### src/rtl/ulpi_reg_sched_if.sv
// ulpi_reg_sched_if: request ports A/B, ulpi_ctl register port and status of the ULPI register scheduler
//   master: scheduler side (takes a_*/b_* requests and reg_rdy/reg_dout, drives completions, reg_* and status)
//   slave:  environment side (requesters plus ulpi_ctl)
interface ulpi_reg_sched_if;
  logic a_en, a_we, a_rdy, b_en, b_we, b_rdy;
  logic [7:0] a_addr, a_din, a_dout, b_addr, b_din, b_dout;
  logic reg_en, reg_we, reg_rdy;
  logic [7:0] reg_addr, reg_din, reg_dout;
  logic init_done, timeout;
  logic [7:0] phy_vid_lo;
  modport master (
    input  a_en, a_we, a_addr, a_din, b_en, b_we, b_addr, b_din, reg_rdy, reg_dout,
    output a_rdy, a_dout, b_rdy, b_dout, reg_en, reg_we, reg_addr, reg_din, init_done, phy_vid_lo, timeout
  );
  modport slave (
    output a_en, a_we, a_addr, a_din, b_en, b_we, b_addr, b_din, reg_rdy, reg_dout,
    input  a_rdy, a_dout, b_rdy, b_dout, reg_en, reg_we, reg_addr, reg_din, init_done, phy_vid_lo, timeout
  );
endinterface

### src/rtl/ulpi_reg_sched.sv
// ulpi_reg_sched: PHY init sequencer plus round-robin arbiter of two requesters onto the ulpi_ctl register port
//   ulpi_clk/ulpi_rst: clock, async active-high reset
//   bus (master): a_*/b_* request/completion, reg_* to/from ulpi_ctl, init_done/phy_vid_lo/timeout status
module ulpi_reg_sched #(
  parameter int         INIT_DELAY    = 16,
  parameter logic [7:0] FUNC_CTL_INIT = 8'h45,
  parameter logic [7:0] OTG_CTL_INIT  = 8'h00,
  parameter int         TIMEOUT       = 1023
) (
  input logic ulpi_clk,
  input logic ulpi_rst,
  ulpi_reg_sched_if.master bus
);
  typedef enum logic [2:0] {DELAY, INIT_ISSUE, INIT_WAIT, IDLE, ISSUE, WAIT} state_e;
  state_e state_q;
  logic [15:0] dly_q, wd_q;
  logic [1:0] step_q;
  logic gnt_b_q, pend_a_q, pend_b_q, a_we_q, b_we_q;
  logic [7:0] a_addr_q, a_din_q, b_addr_q, b_din_q;
  logic reg_en_q, reg_we_q, a_rdy_q, b_rdy_q, done_q, to_q;
  logic [7:0] reg_addr_q, reg_din_q, a_dout_q, b_dout_q, vid_q;
  logic waiting, pick_b;
  // {we, addr, din} of each init step
  function automatic logic [16:0] init_op(input logic [1:0] s);
    return s == 2'd0 ? {1'b1, 8'h04, FUNC_CTL_INIT} :
           s == 2'd1 ? {1'b1, 8'h0A, OTG_CTL_INIT} : 17'd0;
  endfunction
  assign waiting = state_q == INIT_WAIT || state_q == WAIT;
  // B wins when alone, or on a tie when A had the last grant
  assign pick_b = pend_b_q && (!pend_a_q || !gnt_b_q);
  // reg_en and the op are loaded on entry to an issue state, so reg_en is high during that state
  always_ff @(posedge ulpi_clk or posedge ulpi_rst) begin
    if (ulpi_rst) begin
      state_q <= DELAY;
      dly_q <= '0;
      wd_q <= '0;
      step_q <= '0;
      gnt_b_q <= 1'b1;
      {pend_a_q, pend_b_q, a_we_q, b_we_q} <= '0;
      {a_addr_q, a_din_q, b_addr_q, b_din_q} <= '0;
      {reg_en_q, reg_we_q, a_rdy_q, b_rdy_q, done_q, to_q} <= '0;
      {reg_addr_q, reg_din_q, a_dout_q, b_dout_q, vid_q} <= '0;
    end else begin
      reg_en_q <= 1'b0;
      a_rdy_q <= 1'b0;
      b_rdy_q <= 1'b0;
      if (!pend_a_q && bus.a_en) {pend_a_q, a_we_q, a_addr_q, a_din_q} <= {1'b1, bus.a_we, bus.a_addr, bus.a_din};
      if (!pend_b_q && bus.b_en) {pend_b_q, b_we_q, b_addr_q, b_din_q} <= {1'b1, bus.b_we, bus.b_addr, bus.b_din};
      wd_q <= waiting ? (wd_q == 16'(TIMEOUT) ? wd_q : wd_q + 16'd1) : '0;
      if (waiting && !bus.reg_rdy && wd_q == 16'(TIMEOUT - 1)) to_q <= 1'b1;
      case (state_q)
        DELAY:
          if (dly_q == 16'(INIT_DELAY - 1)) begin
            state_q <= INIT_ISSUE;
            step_q <= 2'd0;
            reg_en_q <= 1'b1;
            {reg_we_q, reg_addr_q, reg_din_q} <= init_op(2'd0);
          end else dly_q <= dly_q + 16'd1;
        INIT_ISSUE: state_q <= INIT_WAIT;
        INIT_WAIT:
          if (bus.reg_rdy) begin
            if (step_q == 2'd2) begin
              vid_q <= bus.reg_dout;
              done_q <= 1'b1;
              state_q <= IDLE;
            end else begin
              step_q <= step_q + 2'd1;
              state_q <= INIT_ISSUE;
              reg_en_q <= 1'b1;
              {reg_we_q, reg_addr_q, reg_din_q} <= init_op(step_q + 2'd1);
            end
          end
        IDLE:
          if (pend_a_q || pend_b_q) begin
            gnt_b_q <= pick_b;
            state_q <= ISSUE;
            reg_en_q <= 1'b1;
            {reg_we_q, reg_addr_q, reg_din_q} <= pick_b ? {b_we_q, b_addr_q, b_din_q} : {a_we_q, a_addr_q, a_din_q};
          end
        ISSUE: state_q <= WAIT;
        WAIT:
          if (bus.reg_rdy) begin
            if (gnt_b_q) {b_rdy_q, b_dout_q, pend_b_q} <= {1'b1, bus.reg_dout, 1'b0};
            else {a_rdy_q, a_dout_q, pend_a_q} <= {1'b1, bus.reg_dout, 1'b0};
            state_q <= IDLE;
          end
        default: state_q <= DELAY;
      endcase
    end
  end
  assign bus.reg_en = reg_en_q;
  assign bus.reg_we = reg_we_q;
  assign bus.reg_addr = reg_addr_q;
  assign bus.reg_din = reg_din_q;
  assign bus.a_rdy = a_rdy_q;
  assign bus.b_rdy = b_rdy_q;
  assign bus.a_dout = a_dout_q;
  assign bus.b_dout = b_dout_q;
  assign bus.init_done = done_q;
  assign bus.phy_vid_lo = vid_q;
  assign bus.timeout = to_q;
endmodule

### src/flat_wrapper.sv
// flat-port wrapper written by rule: the top's interface ports become plain ports
module ulpi_reg_sched_flat 
#(
  parameter int         INIT_DELAY    = 16,
  parameter logic [7:0] FUNC_CTL_INIT = 8'h45,
  parameter logic [7:0] OTG_CTL_INIT  = 8'h00,
  parameter int         TIMEOUT       = 1023
)
  (ulpi_clk, ulpi_rst, bus_a_en, bus_a_we, bus_a_addr, bus_a_din, bus_b_en, bus_b_we, bus_b_addr, bus_b_din, bus_reg_rdy, bus_reg_dout, bus_a_rdy, bus_a_dout, bus_b_rdy, bus_b_dout, bus_reg_en, bus_reg_we, bus_reg_addr, bus_reg_din, bus_init_done, bus_phy_vid_lo, bus_timeout);
  ulpi_reg_sched_if bus_i ();
  input logic ulpi_clk;
  input logic ulpi_rst;
  input wire logic [$bits(bus_i.a_en)-1:0] bus_a_en;
  input wire logic [$bits(bus_i.a_we)-1:0] bus_a_we;
  input wire logic [$bits(bus_i.a_addr)-1:0] bus_a_addr;
  input wire logic [$bits(bus_i.a_din)-1:0] bus_a_din;
  input wire logic [$bits(bus_i.b_en)-1:0] bus_b_en;
  input wire logic [$bits(bus_i.b_we)-1:0] bus_b_we;
  input wire logic [$bits(bus_i.b_addr)-1:0] bus_b_addr;
  input wire logic [$bits(bus_i.b_din)-1:0] bus_b_din;
  input wire logic [$bits(bus_i.reg_rdy)-1:0] bus_reg_rdy;
  input wire logic [$bits(bus_i.reg_dout)-1:0] bus_reg_dout;
  output wire logic [$bits(bus_i.a_rdy)-1:0] bus_a_rdy;
  output wire logic [$bits(bus_i.a_dout)-1:0] bus_a_dout;
  output wire logic [$bits(bus_i.b_rdy)-1:0] bus_b_rdy;
  output wire logic [$bits(bus_i.b_dout)-1:0] bus_b_dout;
  output wire logic [$bits(bus_i.reg_en)-1:0] bus_reg_en;
  output wire logic [$bits(bus_i.reg_we)-1:0] bus_reg_we;
  output wire logic [$bits(bus_i.reg_addr)-1:0] bus_reg_addr;
  output wire logic [$bits(bus_i.reg_din)-1:0] bus_reg_din;
  output wire logic [$bits(bus_i.init_done)-1:0] bus_init_done;
  output wire logic [$bits(bus_i.phy_vid_lo)-1:0] bus_phy_vid_lo;
  output wire logic [$bits(bus_i.timeout)-1:0] bus_timeout;
  assign bus_i.a_en = bus_a_en;
  assign bus_i.a_we = bus_a_we;
  assign bus_i.a_addr = bus_a_addr;
  assign bus_i.a_din = bus_a_din;
  assign bus_i.b_en = bus_b_en;
  assign bus_i.b_we = bus_b_we;
  assign bus_i.b_addr = bus_b_addr;
  assign bus_i.b_din = bus_b_din;
  assign bus_i.reg_rdy = bus_reg_rdy;
  assign bus_i.reg_dout = bus_reg_dout;
  assign bus_a_rdy = bus_i.a_rdy;
  assign bus_a_dout = bus_i.a_dout;
  assign bus_b_rdy = bus_i.b_rdy;
  assign bus_b_dout = bus_i.b_dout;
  assign bus_reg_en = bus_i.reg_en;
  assign bus_reg_we = bus_i.reg_we;
  assign bus_reg_addr = bus_i.reg_addr;
  assign bus_reg_din = bus_i.reg_din;
  assign bus_init_done = bus_i.init_done;
  assign bus_phy_vid_lo = bus_i.phy_vid_lo;
  assign bus_timeout = bus_i.timeout;
  ulpi_reg_sched #(.INIT_DELAY(INIT_DELAY), .FUNC_CTL_INIT(FUNC_CTL_INIT), .OTG_CTL_INIT(OTG_CTL_INIT), .TIMEOUT(TIMEOUT)) u_core (.ulpi_clk(ulpi_clk), .ulpi_rst(ulpi_rst), .bus(bus_i));
endmodule
### config.mk
export PLATFORM = sky130hd
export DESIGN_NAME = ulpi_reg_sched_flat
export DESIGN_NICKNAME = d
export VERILOG_FILES = /design/src/rtl/ulpi_reg_sched_if.sv /design/src/rtl/ulpi_reg_sched.sv /design/src/flat_wrapper.sv
export SDC_FILE = /design/constraint.sdc
export NUM_CORES = 1
export LEC_CHECK = 0
export ABC_AREA = 1
export CAP_MARGIN = 20
export CORE_ASPECT_RATIO = 0.75
export CORE_MARGIN = 2
export CORE_UTILIZATION = 44
export CTS_CLUSTER_SIZE = 10
export DETAILED_ROUTE_END_ITERATION = 8
export PLACE_DENSITY = 0.68
export SYNTH_ARGS = -nofsm -noshare
export SYNTH_HDL_FRONTEND = slang
export SYNTH_SLANG_ARGS = --single-unit
### constraint.sdc
create_clock -name ulpi_clk -period 5.4 [get_ports ulpi_clk]
set_input_delay 1.08 -clock ulpi_clk [delete_from_list [all_inputs] [get_ports ulpi_clk]]
set_output_delay 1.08 -clock ulpi_clk [all_outputs]
set_load 0.005 [all_outputs]
# Word level (Yosys, flattened, before mapping)
# Index checks and enable logic that the tools add are counted.
# word_totals
ff_bits	120
input_bits	47
out_inout_bits	46
word_cells	118
# op_classes
addsub	3
n_eq_ne	16
mux	49
bitwise_logic	2
reduce_logical	24
# op_table
operator	n
$mux W8	8
$mux W17	3
$pmux W8 S3	2
$add A16 B1 Y16 const B	2
$eq A16 B10 Y1 const B	2
$mux W16	2
$mux W1	22
$pmux W3 S6	1
$eq A16 B4 Y1 const B	1
$mux W3	4
$reduce_and A3 Y1	3
$mux W2	4
$ne A2 B2 Y1 const B	4
$reduce_and A4 Y1	2
$eq A3 B2 Y1 const B	2
$eq A3 B3 Y1 const B	2
$pmux W1 S3	2
$logic_and A1 B1 Y1	5
$reduce_and A5 Y1	1
$logic_not A1 Y1	4
$ne A2 B1 Y1 const B	2
$pmux W2 S2	1
$reduce_and A2 Y1	2
$eq A3 B1 Y1 const B	1
9 further kinds	12

# Longest topological paths before layout
# Gate-level depths: netlist of the first run.
# depth
ltp_word	7
mapped_depth	11
depth_no_buf	9

# Worst setup path before layout of the first run
# Ideal clock, no wire load.
# synth_timing
path_kind	input -> register
from	in bus_b_en
to	reg u_core.b_addr_q[0]
setup_ns	0.125
arrival_ns	1.862
t_required_ns	5.275
path_slack_ns	3.413
stages	3
n_path_buf	1
cell_sequence	nand2_1 -> buf_2 -> mux2_2
# synth_between
elab_chain_cells	1
# synth_rtl
item	line_no	text
start: declaration	flat_wrapper.sv:17	input wire logic [$bits(bus_i.b_en)-1:0] bus_b_en;
$logic_and A1 B1 Y1	ulpi_reg_sched.sv:48	if (!pend_b_q && bus.b_en) {pend_b_q, b_we_q, b_addr_q, b_din_q} <= {1'b1, bus.b_we, bus.b_addr, bus.b_din};
end signal: assignment	ulpi_reg_sched.sv:48	
end: declaration	ulpi_reg_sched.sv:19	logic [7:0] a_addr_q, a_din_q, b_addr_q, b_din_q;
# Every way passes these cells.
# A chain may end at the register's enable or synchronous reset.

# Worst setup path in the final report of the first run
# layout_timing
from	in bus_reg_rdy
to	reg u_core.a_dout_q[3], in the netlist u_core.bus.a_dout[3]
# layout_between
elab_chain_cells	1
# layout_rtl
item	line_no	text
start: declaration	flat_wrapper.sv:21	input wire logic [$bits(bus_i.reg_rdy)-1:0] bus_reg_rdy;
$reduce_and A3 Y1 (no line)	-	
end signal: assignment	ulpi_reg_sched.sv:84	else {a_rdy_q, a_dout_q, pend_a_q} <= {1'b1, bus.reg_dout, 1'b0};
end: declaration	ulpi_reg_sched.sv:21	logic [7:0] reg_addr_q, reg_din_q, a_dout_q, b_dout_q, vid_q;
# Every way passes these cells.

==> results of run 1 <==
## per-layer routing
metal	up-vias	wire, um
met4	0	174
met3	19	728
met5	-	0
met1	2266	6490
li1	2352	-
met2	131	5940
## power groups by stage
stage / combinational [mW] / clock [mW] / sequential [mW]
finish: 0.971 / 1.18 / 1.36
global placement: 0.932 / 0 / 1.36
global route: 1.09 / 1.25 / 1.39
floorplan: 0.596 / 0 / 1.32
CTS: 0.976 / 1.20 / 1.36
detailed placement: 0.967 / 0 / 1.37
## synthesized netlist by cell type, types with 4 or more instances
cell type	count	area (um^2)
a211oi_1	5	37.5
a21oi_1	42	210
buf_2	10	50.1
clkbuf_1	5	18.8
dfrtp_1	119	2980
ha_1	6	75.1
inv_1	62	233
inv_2	5	18.8
mux2_2	23	259
nand2_1	164	616
nand3_1	50	250
nand3b_1	4	30.0
nand4_1	12	75.1
nor2_1	84	315
nor3_1	8	40.0
o21ai_0	31	155
o21ai_1	5	25.0
## layout make-up
| type | instances | area [um^2] |
|---|---|---|
| Fill cell | 1070 | 5130 |
| Sequential cell | 120 | 3000 |
| Multi-Input combinational cell | 458 | 2290 |
| Timing Repair Buffer | 94 | 936 |
| Clock buffer | 18 | 429 |
| Inverter | 67 | 254 |
| Tap cell | 166 | 208 |
| Clock inverter | 14 | 185 |
## state kept, by name, indices dropped and copies added (netlist names), 2 cells and up
signal                 cells
u_core.step_q              2
u_core.b_din_q             8
u_core.b_addr_q            8
u_core.bus.phy_vid_lo      8
u_core.bus.b_dout          8
u_core.state_q             3
u_core.bus.reg_din         8
u_core.wd_q               16
u_core.a_addr_q            8
u_core.bus.a_dout          8
u_core.a_din_q             8
u_core.bus.reg_addr        8
u_core.dly_q              16
## worst min-delay path by stage
| stage | start | cells past startpoint | end |
|---|---|---|---|
| final | u_core.bus.phy_vid_lo[6] | 2 | u_core.bus.phy_vid_lo[6] |
| after floorplan | u_core.bus.init_done | 2 | u_core.bus.init_done |
| after CTS | u_core.bus.phy_vid_lo[6] | 2 | u_core.bus.phy_vid_lo[6] |
| after global routing | u_core.bus.init_done | 2 | u_core.bus.init_done |
| after detailed placement | u_core.bus.init_done | 2 | u_core.bus.init_done |
| after global placement | u_core.bus.init_done | 2 | u_core.bus.init_done |
## stage by stage
step | std cells | setup slack (ns)
after detailed placement | 905 | 2.53
after floorplan | 665 | 1.14
after global placement | 905 | 2.62
after global routing | 937 | 2.72
final | 937 | 2.87
after CTS | 937 | 2.88
## kinds of logic (layout without fill, tap and decap cells)
group,after synthesis,count (layout),share of synthesized area [%]
compound gates,92,92,8.77
xor+xnor,5,5,0.773
fa+ha+maj,6,6,1.33
buf+inv,87,193,6.51
flops,120,120,53.0
mux,23,23,4.57
simple gates,332,332,25.0
## worst reg2reg max path: stages, from the launching register on
cell and delay [ns]:
dfrtp_1 0.44, inv_2 0.11, nor2_1 0.04, nand2_1 0.55, inv_2 0.09, nand2_1 0.11
and2_1 0.61, nand2_8 0.20, nand2_1 0.14, nand2_1 0.06
==> metrics.txt, run 1 <==
CTS max path bufs 2; M2 GR Usage 31.6%; port buffer count 92; sequential share of the synthesized area 53.0%; worst skew pair latency 0.42 ns; I/O pin cnt 93; switching share of power 32.7%; Cell Area, Synth 0.00567 mm^2; Sink Count 120; final hold violation count 0; number of max-slew violations in the final report 0; Mapped Cells 665; half-perimeter wire length after placement ~9000 um; total power approximately 3.5 mW; Tcrit/Tclk final 46.8%; status finished clean; most frequent cells in the layout nand2_1 (164), dfrtp_1 (119), clkdlybuf4s50_1 (92), nor2_1 (84), inv_1 (61); P_int 2.37 mW; Primary FF master, synth dfrtp_1; max frequency 0.396 GHz; TritonCTS clock tree yes; crit path time final 2.53 ns; syn_nets 718; DR DRC count 0; Clock power frac 33.7%; Pwr Density slightly below 500 mW/mm^2; drt pass-1 iters 5; First DRT Iteration DRCs 385; WS Path Type in -> reg; # H-tree levels 4; #FFs+latches synth 120; Post-synth EDFFs 0; Critical Path AT 2.86 ns; DIE AREA 0.0138 mm^2; Core Util, Final 58.8%; met3 Track Usage GR 5.95%; GR Overflow Total 0; Core ar. 0.0124 mm^2; yosys warns 0; CTS-repair resized insts 0; GPL Wtd Cong around 0.86; sequential power share 38.7%; crit path launch bus_reg_rdy; Syn Area/Cell 8.52 um^2; Root Buffer clkbuf_16; Hold Buf Count CTS 0; slowest stage delay, CP 0.76 ns; buffers plus inverters on the worst setup path 2; max-cap viol count 0; Tot GR Track Use 21.0%; Post-synth ARST share 100%; slowest stage cell, crit path nor3_2; Initial Utilization 45.6%; library cells used by synthesis 34; Nets 811; top cell family by delay on the critical path simple AND/OR/NAND/NOR gates; crit-path cells clkdlybuf4s50_1, inv_1, nor3_2, nor2_1, a21oi_1; RSZ-0062 raised after global routing false; largest net degree at the start of global routing 52; initial antenna violation count 0; Die Wd 135 um; post-route ant nets 0; Setup violations, final 0; layout cell share with drive strength beyond 1 a little under a tenth; worst-case vdd ir drop 0.284 mV; CP Data Required Time roughly 5.7 ns; # rows 35; Routed wire per std cell roughly 14 um; skew final about 0.014 ns; GRT met1 Usage 29.3%; number of cells on the critical path 5; Hold Slack 0.486 ns; # diodes 0; Logic pwr share around 28%; Inserted Clock Buffers 17; Die H 102 um; routed via count 4768; Sw Pwr 1.15 mW; CP Max Fanout 18; P_leak roughly 3.4 nW; worst r2r src u_core.state_q[0]; first-pass GRT wire length 22700 um; reg2reg setup slack 2.94 ns; TNS Setup 0 ns; measured slew at the worst slew-check pin 0.941 ns; vias in the first global route 4685; fin area 0.00731 mm^2; final WL 13300 um; crit start category input pin; placed instance area roughly 0.0067 mm^2; Post-CTS Setup Repair Bufs 0; hold crit path type reg -> reg; Most Used Layer, Global Route met2; Area Overhead vs Synth 29.0%; CP endpoint u_core.bus.a_dout[3]; leading cell type in the layout, fill and taps excluded nand2_1; Critical Path Sink Type register; reg2reg end u_core.bus.reg_din[6]; Via density just over 5; Clock Pin Slew Worst Setup and Hold Paths 0.06 ns; normalized max-slew margin 36.9%; worst r2r path cells 9
(Power assumes the default switching activity.)
==> run 2: changes to the inputs <==
==> constraint.sdc (replaced) <==
create_clock -name ulpi_clk -period 2.45 [get_ports ulpi_clk]
set_input_delay 0.49 -clock ulpi_clk [delete_from_list [all_inputs] [get_ports ulpi_clk]]
set_output_delay 0.49 -clock ulpi_clk [all_outputs]
set_load 0.005 [all_outputs]
==> run 2 against run 1 <==
  * Critical path depth up 2
  * Clock power up 97%
  * Sequential share of layout area down 0.23 points
  * First-iteration DRC count up 3.1%
  * Combinational power up 120%
  * Sequential power up 120%
  * Critical path type is now reg -> reg
  * Worst setup slack worse by 2.3 ns
  * Core utilization up 0.33 points
  * Largest cell class unchanged
==> metrics.txt, run 2 (same netlist as run 1, synthesis figures left out) <==
buffers plus inverters on the worst setup path 0; Tcrit/Tclk final 78.4%; TritonCTS clock tree yes; Routed wire per std cell approximately 14 um; worst-case vdd ir drop 0.633 mV; routed via count 4819; crit start category register; # diodes 0; final WL 13600 um; post-route ant nets 0; max frequency roughly 0.52 GHz; Hold Buf Count CTS 0; Sink Count between 100 and 150; I/O pin cnt 93; DR DRC count 0; Core ar. 0.0124 mm^2; Pwr Density 1020 mW/mm^2; First DRT Iteration DRCs between 300 and 400; total power 7.48 mW; crit path time final between 1.5 and 2 ns; Setup violations, final 0; drt pass-1 iters 5; DIE AREA 0.0138 mm^2; hold crit path type in -> async; Post-Place Cells 915; TNS Setup 0 ns; Tot GR Track Use 20.9%; Die H around 100 um; P_leak 3.45 nW; port buffer count 92; layout cell share with drive strength beyond 1 10.9%; Critical Path AT 2.27 ns; Post-CTS Setup Repair Bufs 0; Top Registers u_core.dly_q: 16 flops, u_core.wd_q: 16 flops; Area Overhead vs Synth 29.7%; most frequent cells in the layout nand2_1 (164), dfrtp_1 (119), clkdlybuf4s50_1 (92), nor2_1 (84), inv_1 (61); first-pass GRT wire length 22900 um; slowest stage delay, CP 0.41 ns; skew final 0.00912 ns; setup ws final around 0.53 ns; worst slack, placed 0.409 ns; CTS-repair resized insts 0; initial antenna violation count 0; CP Max Fanout 20; CP Data Required Time ~2.8 ns; final hold violation count 0; measured slew at the worst slew-check pin ~0.70 ns; RSZ-0062 raised after global routing false; vias in the first global route 4761; Initial Utilization 45.6%; Inserted Clock Buffers 17; cell repeated most along the worst path nand2_1; # H-tree levels 4; GR Overflow Total 0; worst skew pair latency 0.41 ns; slowest stage cell, crit path nand3_2; max-cap viol count 0; Nets 821; Critical Path Sink Type register; Die Wd 135 um; Clock Pin Slew Worst Setup and Hold Paths around 0.060 ns; GPL Wtd Cong 0.835; WS Path Type reg -> reg; half-perimeter wire length after placement approximately 9600 um; # rows 35; normalized max-slew margin 53.4%; status finished clean; Core Util, Final 59.1%; leading cell type in the layout, fill and taps excluded nand2_1; CTS max path bufs 2; top cell family by delay on the critical path simple AND/OR/NAND/NOR gates; Finished Layout Cells 947; largest net degree at the start of global routing 48; Via density between 5 and 6; Root Buffer clkbuf_16; number of max-slew violations in the final report 0; crit-path cells ha_1, nand3_1, nor2_2, nand3_2, nand2_8, nand2_1, nand2_1
[run 2: changes by cell type in the layout (fill, tap and decap cells not counted), sizes merged]
cell      delta
buf         +10
bufinv       -3
clkinv       +1
clkinvlp     +3
inv          -1
[run 2: path summary, 6_finish.rpt]
kind                            depth (start not counted)                  from                      to  slack, ns
worst min-delay path                                    2              ulpi_rst         u_core.wd_q[13]       0.42
worst max register to register                          7       u_core.dly_q[0]  u_core.bus.reg_addr[1]       0.53
worst min register to register                          2  u_core.bus.init_done    u_core.bus.init_done       0.47
worst max-delay path                                    7       u_core.dly_q[0]  u_core.bus.reg_addr[1]       0.53
max in group asynchronous                               3              ulpi_rst       u_core.bus.reg_we       1.39
min in group ulpi_clk                                   2  u_core.bus.init_done    u_core.bus.init_done       0.47
[run 2: area by class of cell]
cell class	instances	area [um^2]
Clock inverter	14	115
Inverter	67	255
Sequential cell	120	3000
Fill cell	1093	5090
Tap cell	166	208
Clock buffer	18	439
Multi-Input combinational cell	458	2290
Timing Repair Buffer	104	1040
[run 2: power by group]
group	total (mW)	internal, mW	switching (mW)
logic	2.17	1.05	1.13
clock network	2.32	1.34	0.982
registers	2.98	2.58	0.396
total	7.48	4.97	2.50
[run 2: layer usage]
layer / vias to the layer above / wire [um] / global-route usage, %
met3: 6 / 949 / 6.50
met2: 146 / 6310 / 33.2
met5: - / 0 / 0
met4: 0 / 59 / 4.73
met1: 2304 / 6250 / 28.6
li1: 2363 / - / -
[run 2: through the flow]
stage	hold WS (ns)	area (um^2)
detailed placement	0.458	6800
global route	0.452	7350
CTS	0.414	7350
global placement	0.463	6800
finish	0.416	7350
floorplan	0.458	5670
==> run 3: changes to the inputs <==
--- a/config.mk
+++ b/config.mk
@@ -12,7 +12,7 @@
 export CORE_UTILIZATION = 44
 export CTS_CLUSTER_SIZE = 10
 export DETAILED_ROUTE_END_ITERATION = 8
-export PLACE_DENSITY = 0.68
+export PLACE_DENSITY = 0.7
 export SYNTH_ARGS = -nofsm -noshare
 export SYNTH_HDL_FRONTEND = slang
 export SYNTH_SLANG_ARGS = --single-unit
==> constraint.sdc (replaced) <==
create_clock -name ulpi_clk -period 1.7 [get_ports ulpi_clk]
set_input_delay 0.34 -clock ulpi_clk [delete_from_list [all_inputs] [get_ports ulpi_clk]]
set_output_delay 0.34 -clock ulpi_clk [all_outputs]
set_load 0.005 [all_outputs]
==> run 3 against run 2 <==
  * Largest cell class unchanged
  * Combinational power is 64% higher
  * Clock skew is 0.0020 ns lower
  * Register-to-register slack worse by 0.45 ns
  * Die area stayed put
  * Core utilization is 3.3 points higher
  * Cell count is 2.7% higher
  * Worst setup slack worse by 0.50 ns
  * Via count is 3.2% higher
  * Highest routed layer unchanged
  * Sequential cell count stayed put
  * Power is 57% higher
  * Global-route usage is 0.60 points higher
  * Critical path type is now reg -> out
==> metrics.txt, run 3 (same netlist as run 1, synthesis figures left out) <==
status finished clean; Die Wd 135 um; DIE AREA between 0.01 and 0.015 mm^2; largest net degree at the start of global routing 33; Area Overhead vs Synth 36.9%; buffers plus inverters on the worst setup path 1; normalized max-slew margin 64.9%; leading cell type in the layout, fill and taps excluded nand2_1; final hold violation count 0; Core Util, Final a little over 60%; TritonCTS clock tree yes; I/O pin cnt between 90 and 100; number of max-slew violations in the final report 0; final WL 13900 um; GPL Wtd Cong 0.833; Critical Path Sink Type output port; P_leak 3.73 nW; top cell family by delay on the critical path buffers and inverters; Top Registers u_core.dly_q: 16 flops, u_core.wd_q: 16 flops; worst r2r path cells 8; measured slew at the worst slew-check pin 0.523 ns; worst r2r src u_core.state_q[0]; GR Overflow Total 0; most frequent cells in the layout nand2_1 (162), dfrtp_1 (118), clkdlybuf4s50_1 (88), nor2_1 (82), inv_1 (61); Setup violations, final 0; routed via count between 4000 and 5000; drt pass-1 iters 5; WS Path Type reg -> out; crit path time final 1.67 ns; vias in the first global route around 4700; CP Data Required Time 1.36 ns; switching share of power 31.2%; # rows 35; crit-path cells clkdlybuf4s50_1; Routed wire per std cell approximately 14 um; CP Max Fanout 2; first-pass GRT wire length 23200 um; Pwr Density 1520 mW/mm^2; reg2reg setup slack around 0.080 ns; Logic pwr share 30.2%; worst skew pair latency 0.41 ns; DR DRC count 0; # fillers 1030; placed instance area 0.00703 mm^2; Nets 847; layout cell share with drive strength beyond 1 14.6%; Tcrit/Tclk final 98.2%; Initial Utilization between 40% and 50%; post-route ant nets 0; # H-tree levels 4; half-perimeter wire length after placement between 9000 and 10000 um; reg2reg end u_core.bus.reg_din[6]; Via density ~5.1; max-cap viol count 0; Core ar. 0.0124 mm^2; Tot GR Track Use between 20% and 30%; slowest stage delay, CP 0.52 ns; hold crit path type in -> async; skew final between 0.007 and 0.008 ns; Sw Pwr 3.67 mW; Critical Path AT 1.33 ns; max frequency 0.599 GHz; Clock Pin Slew Worst Setup and Hold Paths 0.06 ns; Die H approximately 100 um; Clock power frac 33.2%; Root Buffer clkbuf_16; worst-case vdd ir drop 0.962 mV; sequential power share 36.6%; crit start category register; First DRT Iteration DRCs 270; slowest stage cell, crit path clkdlybuf4s50_1; CTS max path bufs 2; fin area 0.00776 mm^2; Sink Count 120; P_int 8.09 mW; # diodes 0; port buffer count roughly 90; Inserted Clock Buffers 17; number of cells on the critical path 1; initial antenna violation count 0
==> run 3: cell count changes in the layout (fill, tap and decap cells not counted), moves of 3 or more <==
| cell | before | now |
|---|---|---|
| buf_12 | 2 | 9 |
| buf_4 | 10 | 28 |
| bufinv_16 | 0 | 4 |
| clkdlybuf4s50_1 | 92 | 88 |
| dlymetal6s2s_1 | 0 | 4 |
| inv_6 | 6 | 3 |
==> run 3: cell type report <==
cell class / count / area (um^2) / area share [%]
Clock buffer: 19 / 453 / 5.84
Clock inverter: 13 / 191 / 2.47
Inverter: 67 / 255 / 3.29
Multi-Input combinational cell: 458 / 2310 / 29.8
Sequential cell: 120 / 3010 / 38.7
Tap cell: 166 / 208 / 2.68
Timing Repair Buffer: 130 / 1330 / 17.2
==> run 3: per-stage QoR <==
stage | setup slack, ns | setup TNS, ns | power, mW | hold WS, ns | std cells
floorplan | -0.109 | -12.92 | 6.09 | 0.458 | 665
global placement | 0.0739 | 0 | 7.56 | 0.446 | 934
detailed placement | 0.00404 | 0 | 7.70 | 0.466 | 934
CTS | 0.0121 | 0 | 11.7 | 0.298 | 967
global route | -0.0180 | -0.0263 | 12.5 | 0.303 | 973
finish | 0.0313 | 0 | 11.8 | 0.304 | 973
==> run 3: worst register-to-register path, delay by kind of cell (launching register included) <==
kind / cells / cell delay, ns
flops: 1 / 0.43
buf+inv: 2 / 0.31
simple gates: 6 / 0.77
==> run 3: worst max-delay path by stage <==
stage                                       from                    end  slack (ns)
after global placement               bus_reg_rdy  u_core.bus.reg_din[0]        0.07
after detailed placement             bus_reg_rdy   u_core.bus.a_dout[1]       0.004
final                     u_core.bus.reg_addr[3]        bus_reg_addr[3]        0.03
after floorplan                         ulpi_rst     u_core.a_addr_q[0]       -0.11
after global routing           u_core.state_q[2]  u_core.bus.reg_din[6]       -0.02
after CTS                 u_core.bus.reg_addr[3]        bus_reg_addr[3]        0.01
==> run 3: per-layer routing <==
metal	wire length [um]	up-vias	track usage, %
li1	-	2419	-
met1	6260	2367	29.6
met2	6540	169	33.5
met3	916	19	5.26
met4	221	0	7.85
met5	0	-	0
==> run 3: power groups by stage <==
stage,clock network (mW),logic (mW),registers [mW]
floorplan,0,1.89,4.20
CTS,3.97,3.43,4.30
global route,4.11,3.96,4.41
detailed placement,0,3.38,4.31
global placement,0,3.27,4.29
finish,3.91,3.55,4.31
==> run 3: repair_timing <==
action | in CTS | in global routing
setup buffers | 1 | 6
setup endpoints to repair | 1 | 36
pin swaps | 0 | 2
gates resized for setup | 0 | 15
hold buffers | 0 | 0
